==> src/rtl/prco_fetch_pkg.sv <==
// rtl/prco_fetch_pkg.sv - state encodings and reset constants for prco_fetch
package prco_fetch_pkg;

  typedef enum logic [1:0] {
    ST_IDLE  = 2'd0,
    ST_FETCH = 2'd1,
    ST_DRAIN = 2'd2,
    ST_WAIT  = 2'd3
  } fetch_state_e;

  localparam logic [15:0] PRCO_RESET_PC = 16'h0000;

endpackage

==> src/rtl/prco_fetch.sv <==
// rtl/prco_fetch.sv - instruction fetch unit: one memory read per decoder request, PC redirect with drain
module prco_fetch
  import prco_fetch_pkg::*;
#(
  parameter logic [15:0] RESET_PC = PRCO_RESET_PC
) (
  input  logic        i_clk,
  input  logic        i_reset,
  input  logic        i_en,
  input  logic        i_fetch,
  input  logic        i_branch,
  input  logic [15:0] i_branch_addr,
  output logic        o_mem_req,
  output logic [15:0] o_mem_addr,
  input  logic        i_mem_ack,
  input  logic [15:0] i_mem_data,
  output logic [15:0] q_instr,
  output logic        q_ce,
  output logic [15:0] q_pc,
  output logic        q_busy
);

  fetch_state_e state, state_nx;
  logic [15:0]  pc, pc_nx;
  logic [15:0]  drain_addr;
  logic         pending, pending_nx;
  logic         issue;

  always_comb begin
    state_nx   = state;
    pc_nx      = pc;
    pending_nx = pending;
    issue      = 1'b0;
    // a redirect always lands in pc; only the state reaction differs
    if (i_branch) pc_nx = i_branch_addr;
    case (state)
      ST_IDLE: begin
        if (i_en) state_nx = ST_FETCH;
      end
      ST_FETCH: begin
        if (i_mem_ack) begin
          if (!i_branch) begin
            issue    = 1'b1;
            pc_nx    = pc + 16'd1;
            state_nx = ST_WAIT;
          end
        end else if (i_branch) begin
          state_nx = ST_DRAIN;
        end
      end
      ST_DRAIN: begin
        if (i_mem_ack) state_nx = ST_FETCH;
      end
      ST_WAIT: begin
        if ((i_fetch || pending) && i_en) begin
          state_nx   = ST_FETCH;
          pending_nx = 1'b0;
        end else begin
          pending_nx = pending | i_fetch;
        end
      end
    endcase
  end

  always_ff @(posedge i_clk or negedge i_reset) begin
    if (!i_reset) begin
      state      <= ST_IDLE;
      pc         <= RESET_PC;
      pending    <= 1'b0;
      drain_addr <= 16'h0000;
      q_ce       <= 1'b0;
      q_instr    <= 16'h0000;
      q_pc       <= 16'h0000;
    end else begin
      state   <= state_nx;
      pc      <= pc_nx;
      pending <= pending_nx;
      q_ce    <= issue;
      if (issue) begin
        q_instr <= i_mem_data;
        q_pc    <= pc;
      end
      // the abandoned read keeps its address on the bus while pc moves on
      if (state == ST_FETCH && i_branch && !i_mem_ack) drain_addr <= pc;
    end
  end

  assign o_mem_req  = (state == ST_FETCH) || (state == ST_DRAIN);
  assign o_mem_addr = (state == ST_FETCH) ? pc :
                      (state == ST_DRAIN) ? drain_addr : 16'h0000;
  assign q_busy     = o_mem_req;

endmodule
==> config.mk <==
export PLATFORM = sky130hd
export DESIGN_NAME = prco_fetch
export DESIGN_NICKNAME = d
export VERILOG_FILES = /design/src/rtl/prco_fetch_pkg.sv /design/src/rtl/prco_fetch.sv
export SDC_FILE = /design/constraint.sdc
export NUM_CORES = 1
export LEC_CHECK = 0
export ABC_AREA = 1
export BUFFER_PORTS_ARGS = -buffer_cell sky130_fd_sc_hd__clkbuf_2
export CELL_PAD_IN_SITES_DETAIL_PLACEMENT = 0
export CELL_PAD_IN_SITES_GLOBAL_PLACEMENT = 2
export CORE_MARGIN = 4
export CORE_UTILIZATION = 30
export DETAILED_ROUTE_END_ITERATION = 8
export PLACE_DENSITY_LB_ADDON = 0.1
export SYNTH_ARGS = -nofsm -noshare
export SYNTH_HDL_FRONTEND = slang
export SYNTH_SLANG_ARGS = --single-unit
==> constraint.sdc <==
create_clock -name i_clk -period 1.78 [get_ports i_clk]
set_input_delay 0.356 -clock i_clk [delete_from_list [all_inputs] [get_ports i_clk]]
set_output_delay 0.356 -clock i_clk [all_outputs]
set_load 0.05 [all_outputs]
======== After elaboration in Yosys (flattened, before gate mapping) ========
Index checks and enable logic that the tools add are counted.
operators by class
  add/subtract/negate cells ............... 1
  $mul .................................... 0
  div/mod/pow operators ................... 0
  $lt $le $gt $ge ......................... 0
  equality and inequality tests ........... 8
  shifts and indexed selects .............. 0
  muxes and demuxes ....................... 17
  bitwise operators ....................... 1
  reduce and logical (&&, ||, !) cells .... 8
operators with widths
  cell                   number
  $mux 16                6
  $add 16x1->16 const B  1
  $mux 2                 6
  $pmux 2 s4             1
  $ne 2x2->1 const B     3
  $ne 3x3->1 const B     2
  $reduce_and 5->1       1
  $eq 2x2->1 const B     2
  $mux 1                 4
  $logic_and 1x1->1      3
  $eq 2x1->1 const B     1
  $logic_not 2->1        1
  $logic_or 1x1->1       2
  $logic_not 1->1        1
  $or 1x1->1             1
word-level totals
  flip-flop bits (word level) ............. 68
  bits in latches ......................... 0
  RAM bits ................................ 0
  memory bits (read-only) ................. 0
  input bits .............................. 38
  output and inout port bits .............. 51
  logic and storage cells ................. 42
  memories kept ........................... 0

======== Depth between registers and ports, before layout ========
  depth after elaboration ................. 4
  mapped depth ............................ 9
  gate-level depth less buffers ........... 9

======== Least setup slack after synthesis ========
No wires, ideal clock.
  kind .................................... flip-flop to output port
  from .................................... register state[1]
  to ...................................... output o_mem_addr[11]
  arrival time ............................ 2.008 ns
  data required time ...................... 1.424 ns
  setup slack ............................. -0.584 ns
  stages on the path, launching flop included .. 6
  buffers on the path ..................... 1
  cell sequence ........................... dfrtp_1 -> inv_1 -> ha_1 -> inv_2 -> clkbuf_1 -> o21ai_0
between the ends
  word-level cells in the longest chain between the ends .. 3
  elaborated cells between the ends (all ways) .. 4
  classes of those cells .................. 2 x eq/ne; 2 x mux
RTL lines
  item                    RTL line          RTL
  start, declared         prco_fetch.sv:23  fetch_state_e state, state_nx;
  start signal, assigned  prco_fetch.sv:75  state <= state_nx;
  $eq 2x2->1              prco_fetch.sv:90  (state == ST_DRAIN) ? drain_addr : 16'h0000;
  $mux 16                 prco_fetch.sv:90
  $mux 16 *               prco_fetch.sv:89  assign o_mem_addr = (state == ST_FETCH) ? pc :
  end, declared           prco_fetch.sv:14  output logic [15:0] o_mem_addr,
Mark *: on every way between the ends. The rest lies on a longest branch, timed or not.

======== Worst setup path after layout ========
  from .................................... register state[0]
  to ...................................... output o_mem_addr[5]
Same word-level chain as after synthesis.

==> metrics.csv <==
stage;metric;value;unit
run_status;status;finished with violations;
run_status;violations;negative setup slack;
finish;multi_input_area;1649;um2
finish;nets;549;
clock_tree;numCtsBuffers;9;
drt;drtPass1Iterations;5;
clock_tree;clkLatencyLatePin;0.34;ns
floorplan;core;10420;um2
pwr;power;10.06;mW
floorplan;start_util;30.98;%
finish;final_cell_area;4995;um2
pwr;irDropWorstVdd;0.001172;V
timing;rsz0062_at_grt;true;
logic_synthesis;avgSynthCellArea;8.128;um2
pwr;power_leakage;2.389;nW
drt;wl_met1;4554;um
logic_synthesis;synth_top_family_by_area;simple AND/OR/NAND/NOR gates;
grt;antenna_found_initial;0;
timing;fin_ws;-0.2550;ns
setup_path;worst_path_largest_cell_delay;0.42;ns
min_path;holdCritStartpoint;i_mem_data[7];
setup_path;r2r_start;state[1];
timing;drv_slew;0;
drt;wl_met2;4633;um
drt;wl_per_cell;15.02;um
finish;drive_gt1_share;35.62;%
grt;grt_pass1_vias;3131;
setup_path;cp.required;1.42;ns
setup_path;worstPathArrival;1.68;ns
floorplan;boundaryPins;89;
place;placed_area;4235;um2
timing;max_clock_freq;491.4;MHz
logic_synthesis;synth_area_leaders;dfrtp_1, nand2_1, o21ai_1, nand3_1, o21ai_0;
floorplan;fp-row-count;37;
setup_path;crit_chain;buf_6 > inv_4 > ha_4 > buf_12 > buf_12 > nand3_2 > o21ai_4 > buf_12;
min_path;hold_depth;3;
logic_synthesis;ys_seq_area_share;52.73;%
setup_path;cp-end-kind;output pin;
drt;drt_iter0_markers;141;
logic_synthesis;synth.top_cell.area_share;52.73;%
finish;regArea;1702;um2
setup_path;startpoint_type;flip-flop;
job;maxCapViolations;0;
drt;routed_wl;9717;um
logic_synthesis;synth.area.mux_share;0;%
drt;vias;2982;
drt;topRoutingLayerUsed;met4;
timing;tightest_slew;0.5035;ns
clock_tree;tritoncts;built;
grt;grt_usage;16.33;%
timing;hold_viol;0;
finish;n_fill_cell;1032;
setup_path;r2r-end;pc[9];
grt;grt_overflow;0;
floorplan;die_w;111.7;um
timing;slew_headroom;66.43;%
logic_synthesis;synth_simple_gate_area_share;26.87;%
place;dp_hpwl;6715;um
logic_synthesis;synth_fa_ha_area_share;1.939;%
logic_synthesis;synth_xor_area_share;0;%
setup_path;worst-path-max-fanout;5;
setup_path;cpMaxStageDelayCell;dfrtp_1;
finish;antenna-diode-count;0;
clock_tree;clkSlewWorstSetupHoldPaths;0.07;ns
setup_path;ff2ff_path_depth;9;
grt;grt_first_pass_wirelength;16370;um
timing;setup_violations;18;
floorplan;die_height;111.7;um
timing;timing.final.crit_share;114.3;%
drt;met3_length;408;um
clock_tree;htree_levels;3;
setup_path;crit_type;flip-flop to output pin;
grt;grt_max_degree;33;
drt;ant_nets;0;
timing;clock_skew;0.009397;ns
drt;drc_errors;0;
clock_tree;numClockSinks;68;
finish;syn_to_final_growth;54.79;%
min_path;hold_class;primary input to flip-flop;
logic_synthesis;yosys_register_bits;68;
place;portBuffers;88;
logic_synthesis;syn_inst;397;
logic_synthesis;synth_nets;440;
floorplan;die_area;12480;um2
logic_synthesis;ys_warn_count;0;
logic_synthesis;syn_area;3227;um2
pwr;p_per_area;2014;nW/um2
clock_tree;cts_root_buffer;clkbuf_8;
logic_synthesis;synth_cell_type_count;30;
place;gp_congestion;0.8029;
min_path;min_to;q_instr[7];
drt;avgViaCountPerCell;4.609;
logic_synthesis;netlist.top_cell.by_area;dfrtp_1;
clock_tree;clock_path_buffers;2;
setup_path;regToRegSetupSlack;0.13;ns
timing;period_needed;2.035;ns
setup_path;cp_common_cell;buf_12;
logic_synthesis;synth_compound_area_share;11.52;%
finish;utilization;47.95;%
setup_path;cp-startpoint;state[0];
## kinds of logic (layout without fill, tap and decap cells)
group                      after synthesis  after routing
AOI/OAI and AO/OA                       70             70
adders and majority gates                5              5
DFF                                     68             68
and+or+nand+nor                        201            201
buffers and inverters                   53            167
## routing by layer
| metal | vias up | global-route usage, % |
|---|---|---|
| met5 | - | 0 |
| met4 | 0 | 5.028 |
| met3 | 10 | 3.152 |
| met2 | 65 | 26.26 |
| met1 | 1394 | 22.28 |
| li1 | 1513 | - |
## layout make-up
class                   count  share of cell area (%)
clock inverters             5                   1.503
repair buffers            116                   22.34
clock buffers              11                   2.831
flip-flops and latches     68                   34.07
well taps                 136                   3.407
multi-input cells         276                   33.02
inverters                  35                   2.831
## critical path, delay by kind of cell, from the launching register on
family          cells  cell delay [ns]
buf+inv             5             0.59
simple gates        1             0.09
compound gates      1             0.09
flops               1             0.42
fa+ha+maj           1             0.14
## Yosys cell counts
cell type  number
buf_2          11
buf_6           1
nand4_1         5
o21ai_1        32
or2_1           1
nand2_1       121
a22o_1          1
inv_2           3
nor3_2          2
nor3_1          2
a31oi_1         2
nand2_2         3
o21bai_1        1
inv_1          32
dfrtp_1        68
nor4_1          2
clkbuf_1        5
nor2_1         27
a21boi_0        1
buf_4           1
nor2_4          2
nor2_2          2
nand3_1        31
o211ai_1        1
ha_1            5
or2_2           2
a21oi_1         4
nand3_2         1
a22oi_1         3
o21ai_0        25
## per-stage QoR
step                      cells  hold WS (ns)  setup WS (ns)  TNS, ns
after floorplan             397       0.06041       -0.04907  -0.6514
after detailed placement    619        0.3498        0.03738        0
after global placement      619        0.3547        0.07710        0
final                       647        0.2104        -0.2550   -3.649
after global routing        647        0.2015        -0.3172   -4.925
after CTS                   648        0.1878        -0.2599   -4.034
## sequential cells by signal, summed over array words and instances (netlist names)
register,count
q_instr,16
pending,1
pc,16
q_pc,16
drain_addr,16
q_ce,1
state,2
## power breakdown
group	switching (mW)	internal, mW
sequential	0.401	2.14
combinational	3.79	2.32
clock	0.587	0.821
## repair_timing
| item | 4_1_cts | 5_1_grt |
|---|---|---|
| hold endpoints to repair | 16 | 0 |
| pin swaps | 17 | 4 |
| hold buffers | 1 | 0 |
| resized for setup | 55 | 9 |
| cloned | 5 | 0 |
| setup buffers | 8 | 1 |
| endpoints found under the setup margin | 18 | 45 |
## worst max path at each step
stage                                to  slack (ns)  cells after the start
final                     o_mem_addr[5]       -0.26                      8
after global routing      o_mem_addr[5]       -0.32                      8
after CTS                 o_mem_addr[4]       -0.26                      8
after detailed placement  o_mem_addr[8]        0.04                      7
after global placement    o_mem_addr[8]        0.08                      7
after floorplan           o_mem_addr[1]       -0.05                      5
## placed cells by master (no fill, tap or decap), types with 2 or more instances in the layout
cell type	netlist	layout
nor4_1	2	2
o21ai_2	0	4
nand2_2	3	2
buf_12	0	23
clkbuf_2	0	69
nand4_1	5	5
nor2_1	27	27
a21oi_1	4	4
buf_6	1	2
clkbuf_16	0	2
nand3_4	0	10
nand2_1	121	121
clkinv_2	0	3
bufinv_16	0	2
a22oi_1	3	3
inv_1	32	30
ha_1	5	2
buf_4	1	13
inv_2	3	3
buf_16	0	4
clkbuf_8	0	10
o21ai_1	32	32
nor3_2	2	2
nand3_1	31	15
dfrtp_1	68	68
nor3_1	2	2
nand3_2	1	7
a31oi_1	2	2
o21ai_4	0	12
nor2_4	2	2
ha_4	0	3
nor2_2	2	2
or2_2	2	2
o21ai_0	25	9
Note: power is estimated with default switching activity, not from simulation.
